File: config.mk
export PLATFORM = sky130hd
export DESIGN_NAME = uart_tx_fifo
export DESIGN_NICKNAME = d
export VERILOG_FILES = /design/src/rtl/uart_tx_fifo.sv
export SDC_FILE = /design/constraint.sdc
export NUM_CORES = 1
export LEC_CHECK = 0
export BUFFER_PORTS_ARGS = -buffer_cell sky130_fd_sc_hd__buf_2
export CAP_MARGIN = 15
export CORE_ASPECT_RATIO = 2
export CORE_MARGIN = 4
export CORE_UTILIZATION = 45
export DETAILED_ROUTE_END_ITERATION = 12
export PLACE_DENSITY_LB_ADDON = 0.1
export SLEW_MARGIN = 20
export SYNTH_ARGS = -nofsm -noshare
export SYNTH_HDL_FRONTEND = slang
export SYNTH_SLANG_ARGS = --single-unit
File: constraint.sdc
create_clock -name clk -period 6.15 [get_ports clk]
set_clock_uncertainty 0.05 [all_clocks]
set_input_delay 0.615 -clock clk [delete_from_list [all_inputs] [get_ports clk]]
set_output_delay 0.615 -clock clk [all_outputs]
set_load 0.02 [all_outputs]
File: src/rtl/uart_tx_fifo.sv
// Show-ahead byte FIFO between a bursty host write port and the UART serializer.
// Pointers carry an extra wrap bit so full/empty/level come straight from registered state.
module uart_tx_fifo #(
   parameter int DATA_W   = 8,
   parameter int DEPTH    = 16,
   parameter int AF_LEVEL = 12
) (
   input  logic                       clk,
   input  logic                       reset_n,
   input  logic                       wr_en,
   input  logic [DATA_W-1:0]          wr_data,
   output logic                       full,
   output logic                       almost_full,
   output logic                       overflow,
   input  logic                       clr_ovf,
   output logic [DATA_W-1:0]          tx_data,
   output logic                       tx_valid,
   input  logic                       tx_ready,
   output logic                       empty,
   output logic [$clog2(DEPTH):0]     level
);

   localparam int ADDR_W = $clog2(DEPTH);
   localparam int PTR_W  = ADDR_W + 1;
   localparam logic [PTR_W-1:0] AF_THRESH = PTR_W'(AF_LEVEL);

   logic [DATA_W-1:0] mem [DEPTH];
   logic [PTR_W-1:0]  wr_ptr;
   logic [PTR_W-1:0]  rd_ptr;
   logic              push;
   logic              pop;

   // Full is judged before any same-cycle pop, so a write into a full FIFO is always dropped.
   assign empty       = (wr_ptr == rd_ptr);
   assign full        = (wr_ptr[ADDR_W-1:0] == rd_ptr[ADDR_W-1:0]) &&
                        (wr_ptr[ADDR_W] != rd_ptr[ADDR_W]);
   assign level       = wr_ptr - rd_ptr;
   assign almost_full = (level >= AF_THRESH);
   assign tx_valid    = !empty;
   assign tx_data     = empty ? '0 : mem[rd_ptr[ADDR_W-1:0]];

   assign push = wr_en && !full;
   assign pop  = tx_valid && tx_ready;

   // NOTE: sequential state uses non-blocking assignments so every flop samples pre-edge values.
   always_ff @(posedge clk or negedge reset_n) begin
      if (!reset_n) begin
         wr_ptr   <= '0;
         rd_ptr   <= '0;
         overflow <= 1'b0;
      end else begin
         if (push) wr_ptr <= wr_ptr + 1'b1;
         if (pop)  rd_ptr <= rd_ptr + 1'b1;
         if (wr_en && full) overflow <= 1'b1;
         else if (clr_ovf)  overflow <= 1'b0;
      end
   end

   // NOTE: storage has no reset; the pointers alone decide which entries are meaningful.
   always_ff @(posedge clk) begin
      if (push) mem[wr_ptr[ADDR_W-1:0]] <= wr_data;
   end

endmodule
==> impl_metrics.tcl <==
set metrics [dict create \
    maxSlewViolCount 0 \
    cts.path.max_buffers 2 \
    area_growth_syn_to_layout_pct 15.2 \
    slowest_delay_ns 1.01 \
    post_cts_resized 0 \
    dp.cells 465 \
    grt_overflow 0 \
    post-route-util_pct 52.8 \
    worstPathRequired_ns 5.48 \
    synth_area_sq_mm 0.00572 \
    via_per_inst 5.50 \
    synth_edf_count 128 \
    fin_crit_ns 3.70 \
    cellInternalPower_mw 2.31 \
    slew_headroom_pct 34.8 \
    io_buffers 30 \
    maxCapViolations 0 \
    critPathMaxFanout 36 \
    routedWlPerCell_um 23.1 \
    p_per_area_mw_per_mm2 533 \
    hold_path.class "primary input to asynchronous set/reset pin" \
    placed_area_sq_mm 0.00599 \
    reg2regPathDepth 6 \
    ys.warnings.count 0 \
    wl_um 11500 \
    dieArea_sq_mm 0.0147 \
    drt_iter0_markers 144 \
    pwr-share-clk_pct 28.7 \
    cts_setup_buffers 0 \
    final-setup-viol-count 0 \
    synth.net_count 320 \
    routabilityCongestion 0.867 \
    status "completed" \
    cts_hold_buf 0 \
    ff2ff_setup_slack_ns 2.77 \
    ys_types 36 \
    final_cells 497 \
    final_common_cell "edfxtp_1" \
    clk_latency_ns 0.41 \
    clock-sinks 139 \
    endpoint_kind "primary output" \
    drc 0 \
    dr.pass1.iters 4 \
    p_leak_nw 2.30 \
    yosys_most_used_dff "edfxtp_1" \
    ant_nets 0 \
    die_h_um 167 \
    io_pins 31 \
    power_frac_seq_pct 37.4 \
    hold_violations 0 \
    route.vias.total 2735 \
    cts_tree "done" \
    antenna_found_initial 0 \
    hpwl_um 8020 \
    nNetsFinal 357 \
    drive_gt1_share_pct 29.7 \
    cp-start-kind "flip-flop" \
    cts_max_level 4 \
    die_w_um 87.7 \
    crit_path_cell_trace "inv_1 > ha_1 > and4_1 > nand2_1 > o31ai_1 > a211oi_1 > buf_2" \
    final_cell_mix "edfxtp_1, buf_2, mux4_2" \
    fmax_ghz 0.270 \
    synth-async-reset-ratio_pct 7.91 \
    power_frac_comb_pct 33.8 \
    crit_arrival_ns 3.03 \
    antenna_cells 0 \
    finalCritPeriodShare_pct 60.2 \
    cp_slowest_cell "dfrtp_2" \
    ys_ff_latch 139 \
    switching_share_pct 34.3 \
    crit_type "flip-flop to primary output" \
    synthCells 297 \
    cts_buffers 17 \
    tightest_slew_ns 0.978 \
    grt_pass1_vias 2931 \
    rsz0062_at_grt "false" \
    p_total_mw 3.51 \
    avgSynthCellArea_sq_um 19.3 \
    r2r_start "rd_ptr[1]$_DFFE_PN0P_" \
    crit_start "rd_ptr[1]$_DFFE_PN0P_" \
    setup_total_negative_slack_ns 0 \
    track_usage_pct 17.1 \
    clkSlewWorstSetupHoldPaths_ns 0.06 \
    initial_core_util_pct 45.8 \
    reg2reg_to "mem[11][5]$_DFFE_PP_" \
    seq_area_frac_synth_pct 72.0 \
    fin_area_sq_mm 0.00659 \
    grt_pass1_wl_um 17600 \
    coreArea_sq_mm 0.0125 \
    max-vdd-ir-drop_uv 437 \
    grt_max_degree 37 \
    std_cell_rows 58 \
    p_switching_mw 1.20 \
    cts_root_buf "clkbuf_16" \
]
## flip-flops by register name, indices dropped and copies added (netlist names)
| name | cells |
|---|---|
| mem | 128 |
| rd_ptr | 5 |
| wr_ptr | 5 |
| overflow | 1 |
## final cells by class
class | count | area [sq um]
inverter | 10 | 37.5
timing repair buffer | 33 | 173
tap | 150 | 188
sequential | 139 | 4120
multi-input combinational | 133 | 1480
clock inverter | 12 | 136
clock buffer | 20 | 457
fill | 1031 | 5890
## power groups by stage
stage	combinational (mW)	clock, mW	sequential (mW)
floorplan	0.986	0	1.21
global placement	1.21	0	1.33
detailed placement	1.21	0	1.34
CTS	1.21	1.02	1.32
global route	1.30	1.06	1.34
finish	1.19	1.01	1.31
## critical path: cells and delay by family, from the launching register on
family / cells / cell delay [ns]
simple gates: 2 / 0.50
flops: 1 / 1.01
compound gates: 2 / 0.34
buf+inv: 2 / 0.40
fa+ha+maj: 1 / 0.36
## synth_stat cells, drive strengths merged, types with 2 or more instances
library cell / instances / area share, %
nand3: 3 / 0.26
nand2: 9 / 0.59
buf: 11 / 1.4
inv: 10 / 0.66
edfxtp: 128 / 67
ha: 9 / 2.0
nand4: 3 / 0.33
nor3: 5 / 0.44
nand2b: 2 / 0.22
o21ai: 10 / 0.87
and3: 2 / 0.22
nor2: 12 / 0.79
a21oi: 8 / 0.70
clkbuf: 4 / 0.26
mux2: 8 / 1.6
dfrtp: 11 / 4.8
mux4: 32 / 13
o21a: 2 / 0.26
xnor2: 10 / 1.5
mux2i: 8 / 1.4
## worst max-delay path by stage
| stage | end | slack, ns | cells past startpoint |
|---|---|---|---|
| detailed placement | mem[1][3]$_DFFE_PP_ | 2.62 | 6 |
| finish | tx_data[6] | 2.45 | 7 |
| floorplan | tx_data[6] | 2.96 | 9 |
| global route | tx_data[6] | 2.10 | 7 |
| global placement | mem[3][5]$_DFFE_PP_ | 2.62 | 6 |
| CTS | tx_data[6] | 2.38 | 7 |
## through the flow
| step | hold slack (ns) | setup slack, ns |
|---|---|---|
| 2_1_floorplan | 0.269 | 2.96 |
| 3_3_place_gp | 0.459 | 2.62 |
| 3_5_place_dp | 0.458 | 2.62 |
| 4_1_cts | 0.0154 | 2.38 |
| 5_1_grt | 0.0212 | 2.10 |
| 6_report | 0.0219 | 2.45 |
## cell families (layout without fill, tap and decap cells)
| kind of cell | count (synthesis) | in the layout | share of synthesized area [%] |
|---|---|---|---|
| and+or+nand+nor | 40 | 40 | 3.33 |
| DFF | 139 | 139 | 72.0 |
| buffers and inverters | 25 | 75 | 2.30 |
| xor gates and xnor gates | 11 | 11 | 1.68 |
| adders and majority gates | 10 | 10 | 2.32 |
| muxes | 48 | 48 | 16.0 |
| AOI/OAI and AO/OA | 24 | 24 | 2.38 |
## routing by layer
| layer | track usage, % | wire length, um |
|---|---|---|
| met1 | 19.0 | 4350 |
| met2 | 30.8 | 6590 |
| met3 | 3.89 | 319 |
| met4 | 6.41 | 233 |
| met5 | 0 | 0 |
(Power assumes the default switching activity.)
